`src/rtl/mem_arb_pkg.sv`:
```
// mem_arb_pkg: shared types and constants for the RAM port arbiter.
// State and owner encodings plus the byte-to-word address shift.
package mem_arb_pkg;

  typedef enum logic {
    ARB_IDLE,
    ARB_RD_WAIT
  } arb_state_t;

  typedef enum logic {
    OWN_I,
    OWN_D
  } owner_t;

  localparam int WORD_SHIFT = 3;

endpackage

```
`src/rtl/mem_port_arbiter_rr2.sv`:
```
// arb_rr2: two-way round-robin picker holding its own pointer.
// Index 0 is instruction fetch, index 1 is data; fetch wins the first tie.
module arb_rr2 (
  input  logic       clk,
  input  logic       reset,
  input  logic [1:0] req,
  input  logic       advance,
  output logic [1:0] grant
);

  logic ptr;

  // A lone request passes straight through; a tie goes to the pointer side.
  always_comb begin
    grant = req;
    if (req == 2'b11) begin
      grant = ptr ? 2'b10 : 2'b01;
    end
  end

  // After each grant the pointer prefers the side that was not served.
  always_ff @(posedge clk) begin
    if (reset) begin
      ptr <= 1'b0;
    end else if (advance) begin
      ptr <= grant[0];
    end
  end

endmodule

```
`src/rtl/mem_port_arbiter.sv`:
```
// mem_port_arbiter: shares one single-port RAM between fetch and load/store.
// Optional counters are enabled with MEM_PORT_ARBITER_STATS_EN.
module mem_port_arbiter
  import mem_arb_pkg::*;
#(
  parameter int ADDR_W  = 64,
  parameter int RAM_AW  = 8,
  parameter int RAM_LAT = 1
) (
  input  logic              clk,
  input  logic              reset,
  input  logic              i_req,
  input  logic [ADDR_W-1:0] i_addr,
  output logic              i_gnt,
  output logic              i_rvalid,
  output logic [31:0]       i_rdata,
  input  logic              d_req,
  input  logic              d_we,
  input  logic [ADDR_W-1:0] d_addr,
  input  logic [63:0]       d_wdata,
  output logic              d_gnt,
  output logic              d_rvalid,
  output logic [63:0]       d_rdata,
  output logic [RAM_AW-1:0] ram_addr,
  output logic [63:0]       ram_wdata,
  output logic              ram_we,
`ifdef MEM_PORT_ARBITER_STATS_EN
  output logic [31:0]       stat_i_grants,
  output logic [31:0]       stat_d_grants,
  output logic [31:0]       stat_conflicts,
`endif
  input  logic [63:0]       ram_rdata
);

  localparam int AHI = RAM_AW + WORD_SHIFT - 1;

  arb_state_t        state_q, state_d;
  owner_t            own_q, own_d;
  logic [1:0]        cnt_q, cnt_d;
  logic              hi_q, hi_d;
  logic [RAM_AW-1:0] addr_q, addr_d;
  logic [31:0]       i_rdata_q;
  logic [63:0]       d_rdata_q;
  logic              can_grant;
  logic              done;
  logic [1:0]        grant;
  logic [RAM_AW-1:0] i_word;
  logic [RAM_AW-1:0] d_word;
  logic              unused_bits;

  assign can_grant = (state_q == ARB_IDLE) && !reset;
  assign i_word    = i_addr[AHI:WORD_SHIFT];
  assign d_word    = d_addr[AHI:WORD_SHIFT];

  assign unused_bits = ^{i_addr[ADDR_W-1:AHI+1], i_addr[1:0],
                         d_addr[ADDR_W-1:AHI+1], d_addr[2:0]};

  arb_rr2 u_rr (
    .clk     (clk),
    .reset   (reset),
    .req     ({d_req, i_req} & {2{can_grant}}),
    .advance (|grant),
    .grant   (grant)
  );

  assign i_gnt = grant[0];
  assign d_gnt = grant[1];

  assign done     = (state_q == ARB_RD_WAIT) && (cnt_q == 2'd0) && !reset;
  assign i_rvalid = done && (own_q == OWN_I);
  assign d_rvalid = done && (own_q == OWN_D);

  assign i_rdata = i_rvalid ? (hi_q ? ram_rdata[63:32] : ram_rdata[31:0])
                            : i_rdata_q;
  assign d_rdata = d_rvalid ? ram_rdata : d_rdata_q;

  // Next state, RAM drive and read bookkeeping.
  always_comb begin
    state_d   = state_q;
    own_d     = own_q;
    cnt_d     = cnt_q;
    hi_d      = hi_q;
    addr_d    = addr_q;
    ram_addr  = '0;
    ram_we    = 1'b0;
    ram_wdata = '0;
    unique case (state_q)
      ARB_IDLE: begin
        if (grant[0]) begin
          ram_addr = i_word;
          addr_d   = i_word;
          own_d    = OWN_I;
          hi_d     = i_addr[2];
          cnt_d    = 2'(RAM_LAT - 1);
          state_d  = ARB_RD_WAIT;
        end else if (grant[1]) begin
          ram_addr = d_word;
          if (d_we) begin
            ram_we    = 1'b1;
            ram_wdata = d_wdata;
          end else begin
            addr_d  = d_word;
            own_d   = OWN_D;
            cnt_d   = 2'(RAM_LAT - 1);
            state_d = ARB_RD_WAIT;
          end
        end
      end
      ARB_RD_WAIT: begin
        ram_addr = reset ? '0 : addr_q;
        if (cnt_q == 2'd0) begin
          state_d = ARB_IDLE;
        end else begin
          cnt_d = cnt_q - 2'd1;
        end
      end
    endcase
  end

  // State register and held read data; reset drops any pending read.
  always_ff @(posedge clk) begin
    if (reset) begin
      state_q   <= ARB_IDLE;
      own_q     <= OWN_I;
      cnt_q     <= 2'd0;
      hi_q      <= 1'b0;
      addr_q    <= '0;
      i_rdata_q <= '0;
      d_rdata_q <= '0;
    end else begin
      state_q <= state_d;
      own_q   <= own_d;
      cnt_q   <= cnt_d;
      hi_q    <= hi_d;
      addr_q  <= addr_d;
      if (i_rvalid) i_rdata_q <= i_rdata;
      if (d_rvalid) d_rdata_q <= d_rdata;
    end
  end

`ifdef MEM_PORT_ARBITER_STATS_EN
  // Saturating grant and conflict counters.
  always_ff @(posedge clk) begin
    if (reset) begin
      stat_i_grants  <= '0;
      stat_d_grants  <= '0;
      stat_conflicts <= '0;
    end else begin
      if (i_gnt && stat_i_grants != '1)
        stat_i_grants <= stat_i_grants + 32'd1;
      if (d_gnt && stat_d_grants != '1)
        stat_d_grants <= stat_d_grants + 32'd1;
      if (can_grant && i_req && d_req && stat_conflicts != '1)
        stat_conflicts <= stat_conflicts + 32'd1;
    end
  end
`endif

endmodule

```
`config.mk`:
```
export PLATFORM = sky130hd
export DESIGN_NAME = mem_port_arbiter
export DESIGN_NICKNAME = d
export VERILOG_FILES = /design/src/rtl/mem_arb_pkg.sv /design/src/rtl/mem_port_arbiter_rr2.sv /design/src/rtl/mem_port_arbiter.sv
export SDC_FILE = /design/constraint.sdc
export NUM_CORES = 1
export LEC_CHECK = 0
export ABC_AREA = 1
export BUFFER_PORTS_ARGS = -buffer_cell sky130_fd_sc_hd__clkbuf_2
export CELL_PAD_IN_SITES_DETAIL_PLACEMENT = 1
export CELL_PAD_IN_SITES_GLOBAL_PLACEMENT = 2
export CORE_ASPECT_RATIO = 1.4
export CORE_MARGIN = 2
export CORE_UTILIZATION = 20
export CTS_CLUSTER_DIAMETER = 80
export DETAILED_ROUTE_END_ITERATION = 12
export PLACE_DENSITY_LB_ADDON = 0.1
export SYNTH_ARGS = -nofsm -noshare
export SYNTH_HDL_FRONTEND = slang
export SYNTH_SLANG_ARGS = --single-unit
```
`constraint.sdc`:
```
create_clock -name clk -period 2.5 [get_ports clk]
set_input_delay 0 -clock clk [delete_from_list [all_inputs] [get_ports clk]]
set_output_delay 0 -clock clk [all_outputs]
set_load 0.005 [all_outputs]
```
== Word level (Yosys, flattened, before mapping) ==
Index checks and enable logic that the tools add are counted.
Operators by class
  $add $sub $neg: 1
  eq/ne operators: 5
  muxes and demuxes: 33
  bitwise gates (word level): 3
  reductions and logical operators: 12
Operator list (number)
  $mux W64: 5
  $mux W32: 2
  $mux W8: 6
  $pmux W8 S2: 1
  $mux W2: 6
  $mux W1: 11
  $ne A3 B3 Y1 const B: 2
  $reduce_and A3 Y1: 2
  $logic_and A1 B1 Y1: 5
  $pmux W2 S2: 1
  $and A2 B2 Y2: 1
  $eq A2 B2 Y1 const B: 1
  $logic_not A2 Y1: 1
  $ne A2 B1 Y1 const B: 1
  $ne A2 B2 Y1 const B: 1
  $not A1 Y1: 2
  $pmux W1 S2: 1
  $reduce_and A2 Y1: 1
  $reduce_bool A2 Y1: 1
  $reduce_or A2 Y1: 1
  $sub A2 B1 Y2 const B: 1
  $logic_not A1 Y1: 1
Storage, ports and cells
  register bits: 110
  output and inout bits: 173
  logic and storage cells: 62

== Longest topological paths before layout ==
  depth in word-level cells: 8
  depth in mapped cells: 10

== Cells and area by module ==
Synthesis repeated with hierarchy kept, for this count alone.
Unflattened totals
  cells, all modules: 1107
  area, all modules: 6207.2 µm²
Modules (own cells, without submodules)
  mem_port_arbiter: instances 1, cells each 1096, area an instance 6145.9 µm², sequential area each 2182.1 µm²
  arb_rr2: instances 1, cells each 11, area an instance 61.3 µm², sequential area each 20.0 µm²

== Worst setup path after synthesis ==
OpenSTA, ideal clock, no wires.
  path kind: flip-flop to flip-flop
  from: reg cnt_q[0]
  to: reg d_rdata_q[10]
  library setup time: 0.128 ns
  data arrival time: 1.237 ns
  data required time: 2.372 ns
  slack: 1.135 ns
  cell stages (with the launch flop): 11
  clock period less this slack: 1.365 ns
  cells stage by stage: dfxtp_1 -> inv_1 -> ha_1 -> inv_1 -> nor2_4 -> nand2_1 -> buf_4 -> buf_2 -> nand2_1 -> o21ai_1 -> nor2_1
Between the ends
  cells in the longest elaborated chain, start to end: 5
RTL lines
  start, declared: line mem_port_arbiter.sv:39  | logic [1:0] cnt_q, cnt_d;
  start signal, assigned: line mem_port_arbiter.sv:133  | cnt_q <= cnt_d;
  $logic_not A2 Y1 (*): line mem_port_arbiter.sv:69  | assign done = (state_q == ARB_RD_WAIT) && (cnt_q == 2'd0) && !reset;
  $logic_and A1 B1 Y1 (*) (2 in series): line mem_port_arbiter.sv:69
  $logic_and A1 B1 Y1 (*): line mem_port_arbiter.sv:71  | assign d_rvalid = done && (own_q == OWN_D);
  $mux W64: line mem_port_arbiter.sv:75  | assign d_rdata = d_rvalid ? ram_rdata : d_rdata_q;
  end signal, assigned: line mem_port_arbiter.sv:137  | if (d_rvalid) d_rdata_q <= d_rdata;
  end, declared: line mem_port_arbiter.sv:43  | logic [63:0] d_rdata_q;
Every way passes the cells marked *; elsewhere a longest branch is shown, timed or not.
A chain may end at the register's enable or synchronous reset.

== Final worst setup path ==
  from: in reset
  to: reg addr_q[7]
Between the ends
  cells in the longest elaborated chain, start to end: 7
  elaborated cells on any way between the ends: 9
RTL lines
  start, declared: line mem_port_arbiter.sv:11  | input logic reset,
  $logic_not A1 Y1: line mem_port_arbiter.sv:51  | assign can_grant = (state_q == ARB_IDLE) && !reset;
  $logic_and A1 B1 Y1: line mem_port_arbiter.sv:51
  $and A2 B2 Y2: line mem_port_arbiter.sv:61  | .req ({d_req, i_req} & {2{can_grant}}),
  $eq A2 B2 Y1: line mem_port_arbiter_rr2.sv:16  | if (req == 2'b11) begin
  $mux W2: line mem_port_arbiter_rr2.sv:16
  $ne A2 B1 Y1 (no line) / $reduce_bool A2 Y1 (equally long branches)
  $reduce_and A3 Y1 (no line)
  end signal, assigned: line mem_port_arbiter.sv:135  | addr_q <= addr_d;
  end, declared: line mem_port_arbiter.sv:41  | logic [RAM_AW-1:0] addr_q, addr_d;
Several ways; a longest one is shown, not always the timed one.

==> metrics.md <==
| Metric | Value |
|---|---|
| Worst hold path class | `input pin to register` |
| Fin crit share | `86.3%` |
| Status | `finished, final reports clean` |
| Synth-to-Final Area Change | `50.9%` |
| DRT Pass-1 Iters | `4` |
| Startpoint types | `input pin` |
| GP Congestion | `0.720` |
| Metal2 WL | `10,900 um` |
| WHS Path Cells | `5` |
| Initial antenna violation count | `1` |
| Ratio of cells with drive above 1 in the final layout | `26.6%` |
| DR vias | `6,838` |
| Maximum Capacitance Violations | `0` |
| Fillers | `3,793` |
| Vias in the first global route | `6,638` |
| Port bufs | `322` |
| Gr usage total | `15.4%` |
| Clock latency at the later pin of the worst-skew pair | `360 ps` |
| Power density cells | `456 nW/um^2` |
| Clock sink total | `110` |
| Final min period | `2160 ps` |
| TritonCTS Buffers | `9` |
| Post-synth EDFFs | `0` |
| Avg Inst Size Synth | `5.91 um^2` |
| Count leader, synth | `inv_1` |
| Dominant synthesized flop cell | `dfxtp_1` |
| Congestion Overflow GR | `0` |
| Via/cell ratio | `3.95` |
| HP Start | `i_addr[4]` |
| Peak VDD IR | `0.000301 V` |
| Register area share after synthesis | `37.8%` |
| Async SR Flop Fraction | `0%` |
| Syn nets | `1,248` |
| Total core area | `28,500 um^2` |
| IO Pins | `434` |
| Setup WS post-layout | `341 ps` |
| Worst Max-Slew Pin Slew | `724 ps` |
| Post-synth top cells | `249 x inv_1, 233 x nand2_1, 178 x nor2_1` |
| Detailed Route WL | `24,100 um` |
| Top cell type's share of synthesized area | `37.8%` |
| DP HPWL | `18,500 um` |
| RSZ-0062 raised after global routing | `no` |
| CP Max Fanout | `20` |
| Crit path DAT | `2410 ps` |
| Worst Reg-to-Reg Cells | `7` |
| DRC | `0` |
| Highest metal used | `met4` |
| Reg clk slew, reported paths | `70 ps` |
| Slew Viols, Final | `0` |
| Max clock buf depth | `2` |
| Cell variety after synth | `21` |
| CTS tree | `done` |
| Skew final | `9.46 ps` |
| Initial core utilization | `20.4%` |
| First-pass GRT wire length | `36,200 um` |
| Flop and latch count out of synthesis | `110` |
| Hold EP | `addr_q[1]` |
| Worst reg2reg endpoint | `addr_q[7]` |
| WP data required | `2750 ps` |
| Area leader, netlist | `dfxtp_1` |
| Hold Fails Final Rpt | `0` |
| Die Footprint | `30,500 um^2` |
| Final Cell Area | `8790 um^2` |
| Post-route setup TNS | `0 ps` |
| DR WL met3 | `2110 um` |
| Initial drt markers | `142` |
| Setup violators final | `0` |
| Post-DP Area | `7770 um^2` |
| Metal-1 WL | `10,400 um` |
| Row Count | `73` |
| Slew headroom | `51.7%` |
| Die extent in x | `148 um` |
| Avg WL per Cell | `13.9 um` |
| Synth warn | `0` |
| Crit end category | `register` |
| Post-DRT Antenna Nets | `0` |
| Leak Pwr | `5.62 nW` |
| Worst R2R Start | `state_q` |
| Layout net count | `1,610` |
| DP Worst Slack | `646 ps` |
| Die span in y | `206 um` |
| Area contributors post-synth | `dfxtp_1 38%, inv_1 16%, nand2_1 15%` |
| Root Driver | `clkbuf_16` |
| Fmax | `463 MHz` |
| Internal reg-to-reg setup slack | `370 ps` |
| H-tree levels | `3` |
| Post-Syn Instances | `986` |
| Crit Path Class | `input pin to register` |
| Setup bufs post-CTS | `0` |
| Largest net degree at the start of global routing | `66` |
| Cell area after synthesis | `5820 um^2` |
through the flow:
stage	hold slack, ps	total power, mW	util (%)	instances
floorplan	86.4	2.18	-	986
detailed placement	269	2.52	27.3	1639
global placement	262	2.52	27.3	1639
CTS	0.504	4.12	30.8	1728
global route	26.3	4.27	30.8	1729
finish	15.1	4.01	30.8	1729
layout by cell type (no fill, tap or decap), types with 3 or more instances in the layout:
cell type and n:
clkbuf_8 3, buf_12 3, inv_1 249, dfxtp_1 109, nand2_1 230, clkbuf_2 321
o21ai_1 96, o21ai_0 40, dlygate4sd3_1 73, buf_4 11, nor2_1 178, clkbuf_16 9
o221ai_1 8, a21oi_1 6
where the power goes:
part | switching [mW] | internal (mW) | total (mW) | leakage [nW]
combinational | 0.412 | 0.333 | 0.744 | 4.58
clock | 0.690 | 0.764 | 1.45 | 0.143
sequential | 0.0139 | 1.80 | 1.81 | 0.891
total | 1.12 | 2.90 | 4.01 | 5.62
timing repair:
item | 4_1_cts | 5_1_grt
endpoints found under the hold margin | 74 | 0
hold buffers | 73 | 0
setup endpoints to repair | 0 | 2
gates resized for setup | 0 | 1
flip-flops by register name, summed over array words and instances (netlist names):
signal,flops
addr_q,8
i_rdata_q,32
state_q,1
d_rdata_q,64
hi_q,1
u_rr.ptr,1
cnt_q,2
own_q,1
worst max path at each step:
stage	from	slack, ps	cells after the start	endpoint
finish	reset	340	9	addr_q[7]
global placement	cnt_q[0]	660	9	d_rdata_q[33]
detailed placement	state_q	650	8	cnt_q[0]
floorplan	cnt_q[0]	1140	10	d_rdata_q[10]
global route	cnt_q[0]	110	10	d_rdata[37]
CTS	state_q	140	7	addr_q[7]
cells by family (layout without fill, tap and decap cells):
group | Yosys count | after routing | synth area share, %
flops | 110 | 110 | 37.8
fa+ha+maj | 1 | 1 | 0.215
other cells | 0 | 1 | 0
buf+inv | 308 | 675 | 21.2
simple gates | 417 | 417 | 27.3
compound gates | 150 | 150 | 13.4
cell type report:
cell class,count,area [um^2],area share [%]
diodes,1,2.50,0.0285
clock buffers,14,274,3.12
clock inverters,2,13.8,0.157
inverters,251,945,10.7
multi-input cells,568,2400,27.3
flip-flops and latches,110,2200,25.1
well taps,375,469,5.34
repair buffers,408,2480,28.2
metal layers:
layer / up-vias / global-route usage (%)
met5: - / 0
met2: 249 / 25.6
li1: 3574 / -
met1: 2995 / 18.3
met4: 0 / 6.50
met3: 20 / 4.94
worst max-delay path: stages:
cell and delay (ps):
dlygate4sd3_1 570, buf_4 180, nor2_1 280, nand3_2 210, nand2_1 150, nand2_2 240, nor2_1 200, nor2_1 50
dlygate4sd3_1 540
Note: power is estimated with default switching activity, not from simulation.
